`src/rtl/adder_tree_arbiter.sv`:
```
// Arbiter that shares one pipelined 25-input adder tree between N_REQ conv lanes and collects results in order.
// Optional round-robin arbitration via TREE_ARB_RR_EN; otherwise fixed priority (lowest lane wins).
module adder_tree_arbiter #(
  parameter int N_REQ     = 4,
  parameter int ID_W      = 2,
  parameter int SUM_W     = 22,
  parameter int TREE_LAT  = 5,
  parameter int RES_DEPTH = 8
) (
  input  logic             clk,
  input  logic             rst,
  input  logic [N_REQ-1:0] req_valid,
  output logic [N_REQ-1:0] req_ready,
  output logic             tree_valid_in,
  output logic [ID_W-1:0]  tree_sel,
  input  logic             tree_valid_out,
  input  logic [SUM_W-1:0] tree_sum,
  output logic             res_valid,
  input  logic             res_ready,
  output logic [ID_W-1:0]  res_id,
  output logic [SUM_W-1:0] res_sum,
  output logic             busy,
  output logic             err_orphan
);

  localparam int CNT_W = $clog2(RES_DEPTH + 1);
  localparam int PTR_W = $clog2(RES_DEPTH);

  // A zero-latency tree would let a result return in its own issue cycle, which the tag FIFO cannot match.
  if (N_REQ < 2 || TREE_LAT < 1 || (32'd1 << PTR_W) != RES_DEPTH) begin : g_bad_params
    $error("adder_tree_arbiter: unsupported parameter set");
  end

  logic [ID_W-1:0]  tag_mem_r     [RES_DEPTH];
  logic [PTR_W-1:0] tag_wr_r;
  logic [PTR_W-1:0] tag_rd_r;
  logic [CNT_W-1:0] inflight_r;
  logic [ID_W-1:0]  res_id_mem_r  [RES_DEPTH];
  logic [SUM_W-1:0] res_sum_mem_r [RES_DEPTH];
  logic [PTR_W-1:0] res_wr_r;
  logic [PTR_W-1:0] res_rd_r;
  logic [CNT_W-1:0] occ_r;
  logic             err_orphan_r;

  logic [CNT_W:0]   credit_used_s;
  logic             issue_ok_s;
  logic             found_s;
  logic [ID_W-1:0]  pick_s;
  logic [ID_W-1:0]  cand_s;
  logic [N_REQ-1:0] grant_s;
  logic             issue_s;
  logic             ret_s;
  logic             orphan_s;
  logic             pop_res_s;
  logic             res_valid_s;

`ifdef TREE_ARB_RR_EN
  logic [ID_W-1:0]  rr_ptr_r;
`endif

  // Every issued window already owns a result slot, so the non-stallable tree can never overflow the FIFO.
  assign credit_used_s = {1'b0, inflight_r} + {1'b0, occ_r};
  assign issue_ok_s    = credit_used_s < (CNT_W + 1)'(RES_DEPTH);
  assign res_valid_s   = occ_r != {CNT_W{1'b0}};
  assign ret_s         = tree_valid_out & (inflight_r != {CNT_W{1'b0}});
  assign orphan_s      = tree_valid_out & (inflight_r == {CNT_W{1'b0}});
  assign pop_res_s     = res_valid_s & res_ready;

  // Search for the first requesting lane, starting at the round-robin pointer when enabled.
  always_comb begin
    found_s = 1'b0;
    pick_s  = {ID_W{1'b0}};
    cand_s  = {ID_W{1'b0}};
    for (int k = 0; k < N_REQ; k++) begin
`ifdef TREE_ARB_RR_EN
      cand_s = ID_W'((32'(rr_ptr_r) + k) % N_REQ);
`else
      cand_s = ID_W'(k);
`endif
      if (!found_s && req_valid[cand_s]) begin
        found_s = 1'b1;
        pick_s  = cand_s;
      end else begin
        found_s = found_s;
      end
    end
  end

  // One-hot grant; suppressed while reset is asserted so outputs drop immediately.
  always_comb begin
    grant_s = {N_REQ{1'b0}};
    if (issue_ok_s && found_s && !rst) begin
      grant_s[pick_s] = 1'b1;
    end else begin
      grant_s = {N_REQ{1'b0}};
    end
  end

  assign issue_s = |grant_s;

  // Tag FIFO: lane IDs of windows in flight, in issue order.
  always_ff @(posedge clk or posedge rst) begin
    if (rst) begin
      for (int i = 0; i < RES_DEPTH; i++) tag_mem_r[i] <= {ID_W{1'b0}};
      tag_wr_r   <= {PTR_W{1'b0}};
      tag_rd_r   <= {PTR_W{1'b0}};
      inflight_r <= {CNT_W{1'b0}};
    end else begin
      if (issue_s) begin
        tag_mem_r[tag_wr_r] <= pick_s;
        tag_wr_r            <= tag_wr_r + PTR_W'(1);
      end
      if (ret_s) tag_rd_r <= tag_rd_r + PTR_W'(1);
      inflight_r <= inflight_r + CNT_W'(issue_s) - CNT_W'(ret_s);
    end
  end

  // Result FIFO: {tag, sum} pairs with first-word fall-through head.
  always_ff @(posedge clk or posedge rst) begin
    if (rst) begin
      for (int i = 0; i < RES_DEPTH; i++) begin
        res_id_mem_r[i]  <= {ID_W{1'b0}};
        res_sum_mem_r[i] <= {SUM_W{1'b0}};
      end
      res_wr_r <= {PTR_W{1'b0}};
      res_rd_r <= {PTR_W{1'b0}};
      occ_r    <= {CNT_W{1'b0}};
    end else begin
      if (ret_s) begin
        res_id_mem_r[res_wr_r]  <= tag_mem_r[tag_rd_r];
        res_sum_mem_r[res_wr_r] <= tree_sum;
        res_wr_r                <= res_wr_r + PTR_W'(1);
      end
      if (pop_res_s) res_rd_r <= res_rd_r + PTR_W'(1);
      occ_r <= occ_r + CNT_W'(ret_s) - CNT_W'(pop_res_s);
    end
  end

  // Sticky flag for a tree result that has no matching tag.
  always_ff @(posedge clk or posedge rst) begin
    if (rst) begin
      err_orphan_r <= 1'b0;
    end else if (orphan_s) begin
      err_orphan_r <= 1'b1;
    end else begin
      err_orphan_r <= err_orphan_r;
    end
  end

`ifdef TREE_ARB_RR_EN
  // Round-robin pointer moves just past the granted lane.
  always_ff @(posedge clk or posedge rst) begin
    if (rst) begin
      rr_ptr_r <= {ID_W{1'b0}};
    end else if (issue_s) begin
      rr_ptr_r <= (pick_s == ID_W'(N_REQ - 1)) ? {ID_W{1'b0}} : pick_s + ID_W'(1);
    end else begin
      rr_ptr_r <= rr_ptr_r;
    end
  end
`endif

  assign req_ready     = grant_s;
  assign tree_valid_in = issue_s;
  assign tree_sel      = issue_s ? pick_s : {ID_W{1'b0}};
  assign res_valid     = res_valid_s;
  assign res_id        = res_id_mem_r[res_rd_r];
  assign res_sum       = res_sum_mem_r[res_rd_r];
  assign busy          = (inflight_r != {CNT_W{1'b0}}) | res_valid_s;
  assign err_orphan    = err_orphan_r;

endmodule
```
`config.mk`:
```
export PLATFORM = sky130hd
export DESIGN_NAME = adder_tree_arbiter
export DESIGN_NICKNAME = d
export VERILOG_FILES = /design/src/rtl/adder_tree_arbiter.sv
export SDC_FILE = /design/constraint.sdc
export NUM_CORES = 1
export LEC_CHECK = 0
export ABC_AREA = 1
export CAP_MARGIN = 20
export CELL_PAD_IN_SITES_DETAIL_PLACEMENT = 1
export CELL_PAD_IN_SITES_GLOBAL_PLACEMENT = 1
export CORE_AREA = 2 2 155 157
export DETAILED_ROUTE_END_ITERATION = 10
export DIE_AREA = 0 0 157 159
export DONT_BUFFER_PORTS = 1
export HOLD_SLACK_MARGIN = 0.12
export PLACE_DENSITY = 0.79
export REMOVE_ABC_BUFFERS = 1
export SYNTH_ARGS = -nofsm -noshare
export SYNTH_HDL_FRONTEND = slang
export SYNTH_SLANG_ARGS = --single-unit
```
`constraint.sdc`:
```
create_clock -name clk -period 7.8 [get_ports clk]
set_clock_uncertainty 0.05 [all_clocks]
set_input_delay 0.78 -clock clk [delete_from_list [all_inputs] [get_ports clk]]
set_output_delay 0.78 -clock clk [all_outputs]
set_load 0.02 [all_outputs]
```
==> results by group <==
Route
  – Drt first pass iters: 5
  – DR iter-0 viols: 520
  – WL/cell: 17.29 µm
  – Detailed-route via count: around 8800
  – Drt drc: 0
  – Post-Route WL: approximately 28000 µm
  – Antenna viol nets, final: 0
  – Post-DR vias/cell: around 5.4

Timing
  – Fin. Hold Viols: 0
  – Setup WS post-layout: slightly below 4 ns
  – Max-slew violation count: 0
  – Final Critical Period: 3.935 ns
  – Fin crit share: between 50% and 60%
  – Rel. slew slack: 35.91%
  – Final setup TNS: 0 ns
  – RSZ-0062 raised after global routing: false
  – Final setup violating endpoints: 0
  – Slew of the pin with the lowest slew margin: just under 1 ns
  – Max Freq: ~250 MHz

Clock network
  – Worst-case clock buffer depth: 3
  – Clock transition at path regs: 0.06 ns
  – Skew-Pair Late Insertion Delay: 0.53 ns
  – Post-CTS Setup Bufs: 0
  – H-tree Lvls: 1
  – Post-CTS Hold Buffers: 0
  – CTS tree: done
  – Clk root buf: clkbuf_16
  – # resized after CTS: 0
  – CTS Buf Count: 26
  – Clock sinks: approximately 230

Setup path
  – Crit Reg-Reg Endpoint: inflight_r[2]
  – Reg-to-Reg Start: inflight_r[3]
  – CP endpoint kind: output pin
  – Req. time, crit path: between 6 and 7 ns
  – CP Launch Type: flop
  – Crit Path Max Fanout: 26
  – Worst R2R Path Depth: 10
  – Worst EP arrival: just over 3 ns
  – Classification of the worst setup path: reg -> out
  – Setup slack, reg-to-reg: approximately 4.5 ns

Synth
  – Mean post-synth cell area: roughly 8.4 µm²
  – Yosys cell types: 32
  – Sequential fraction of the synthesis area: about half
  – Synth Flop Type: dfrtp_1
  – Top-count cell post-synth: nand2_1
  – Top post-synthesis cells by area: dfrtp_1 51%, nand2_1 12%, o21ai_0 8.4%, o21ai_1 4.5%, nor2_1 3.9%
  – FF+latch count, synth: approximately 230
  – Post-synth top cells: 365 x nand2_1, 229 x dfrtp_1, 188 x o21ai_0
  – Async set-reset flop share out of synthesis: 100.0%
  – EDFF count, synth: 0
  – Synth warn: 0
  – Area share of the largest cell type after synthesis: 51.06%
  – Post-synth top area cell: dfrtp_1
  – Post-Syn Area: around 0.011 mm²
  – Post-synthesis instance total: approximately 1300

Global route
  – Congestion Overflow GR: 0
  – Tot GR Track Use: a little under a quarter
  – Global-route wire length before repair: 47520 µm
  – Initial antenna violation count: 0
  – Largest net degree at the start of global routing: 96
  – Vias in the first global route: around 9300

Power
  – Worst vdd ir: a little under 200 µV
  – Leakage: about 6 nW
  – Pwr Density: between 400 and 500 mW/mm²

Min path
  – Min-delay worst type: in -> async

Floorplan
  – Die area: approximately 0.025 mm²
  – Initial core utilization: approximately 48%
  – Rows: 56
  – Core ar.: 0.02319 mm²
  – Die Wd: roughly 160 µm
  – Chip height: approximately 160 µm
  – Io pins: 64

Final layout
  – Final Net Count: 1348
  – Area growth syn-to-layout: 7.324%
  – Share of cells above drive strength 1: about 8.4%
  – Diode count: 0
  – Final core utilization: about half

Placed design
  – IO buf count: 0
  – Global placer's final weighted congestion: 0.7479
  – Post-place setup slack: ~4.3 ns
  – Detailed Place HPWL: 16270 µm

Run status
  – Status: completed

Job
  – Max Cap Viol: 0
-- layout make-up --
| cell class | instances | area [µm²] |
|---|---|---|
| multi-input combinational | 936 | 4547 |
| sequential | 229 | 5736 |
| tap | 319 | 399.1 |
| inverter | 99 | 396.6 |
| fill | 2774 | 11150 |
| clock buffer | 40 | 804.5 |
| clock inverter | 8 | 90.09 |
| timing repair buffer | 7 | 72.57 |
-- layer usage --
metal / vias up / track usage (%) / share of wire [%] / wire length, µm
li1: 4272 / - / - / -
met1: 4385 / 30.57 / 44 / 12470
met2: 122 / 40.95 / 50 / 14170
met3: 38 / 3.484 / 3.9 / 1093
met4: 0 / 5.379 / 2.0 / 575
met5: - / 0 / 0 / 0
-- power by group --
part	leakage, nW	switching [W]	internal [W]
clock	0.448	0.000487	0.000772
sequential	2.89	0.000330	0.00172
combinational	2.51	0.00159	0.000709
-- cell families (layout without fill, tap and decap cells) --
family                   Yosys count  after routing  share of synthesized area (%)
buffers and inverters            175            154                          8.428
adder cells (fa/ha/maj)           19             19                          2.252
XOR/XNOR                          11             11                         0.8584
flip-flops                       229            229                          51.06
AO/OA/AOI/OAI                    349            349                          16.76
AND/OR/NAND/NOR                  557            557                          20.65
-- registers in the layout, indices dropped and copies added, names as in the netlist --
| register | count |
|---|---|
| tag_wr_r | 3 |
| res_id_mem_r | 16 |
| inflight_r | 4 |
| res_rd_r | 3 |
| err_orphan | 1 |
| occ_r | 4 |
| tag_mem_r | 16 |
| res_wr_r | 3 |
| tag_rd_r | 3 |
| res_sum_mem_r | 176 |
-- worst max-delay path: stages (launching register included) --
cell     delay [ns]
dfrtp_1        0.38
ha_1           0.29
nor2_1         0.11
nand2_1        0.08
a21oi_2        0.69
nand2_1        0.43
nor3_1         0.61
-- cell usage in the layout, fill, tap and decap left out, drive strengths merged --
| master | count |
|---|---|
| nand2 | 366 |
| o21ai | 323 |
| dfrtp | 229 |
| nor2 | 127 |
| inv | 98 |
| nand3 | 44 |
| clkbuf | 40 |
| a21oi | 25 |
| ha | 17 |
| nand4 | 16 |
| clkinv | 7 |
| buf | 7 |
| xor2 | 6 |
| xnor2 | 5 |
| nor3 | 3 |
| fa | 2 |
| bufinv | 2 |
| or2 | 1 |
| o21bai | 1 |
-- per-stage QoR --
stage	hold WS [ns]	instances	cell area, µm²	power (W)
after floorplan	0.3919	1264	10670	0.003716
after global placement	0.4077	1589	11120	0.004240
after detailed placement	0.4140	1590	11150	0.004362
after CTS	0.1960	1638	12050	0.005676
after global routing	0.2179	1638	12050	0.006082
final	0.1601	1638	12050	0.005612
-- worst max-delay path by stage --
stage / start / endpoint / slack [ns]
6_report: inflight_r[3] / tree_sel[1] / 3.87
3_5_place_dp: rst / tree_sel[1] / 4.28
4_1_cts: inflight_r[3] / tree_sel[1] / 3.80
5_1_grt: inflight_r[3] / tree_sel[1] / 3.64
3_3_place_gp: rst / tree_sel[1] / 4.30
2_1_floorplan: rst / err_orphan / 0.69
Power figures use the tool's default switching activity.
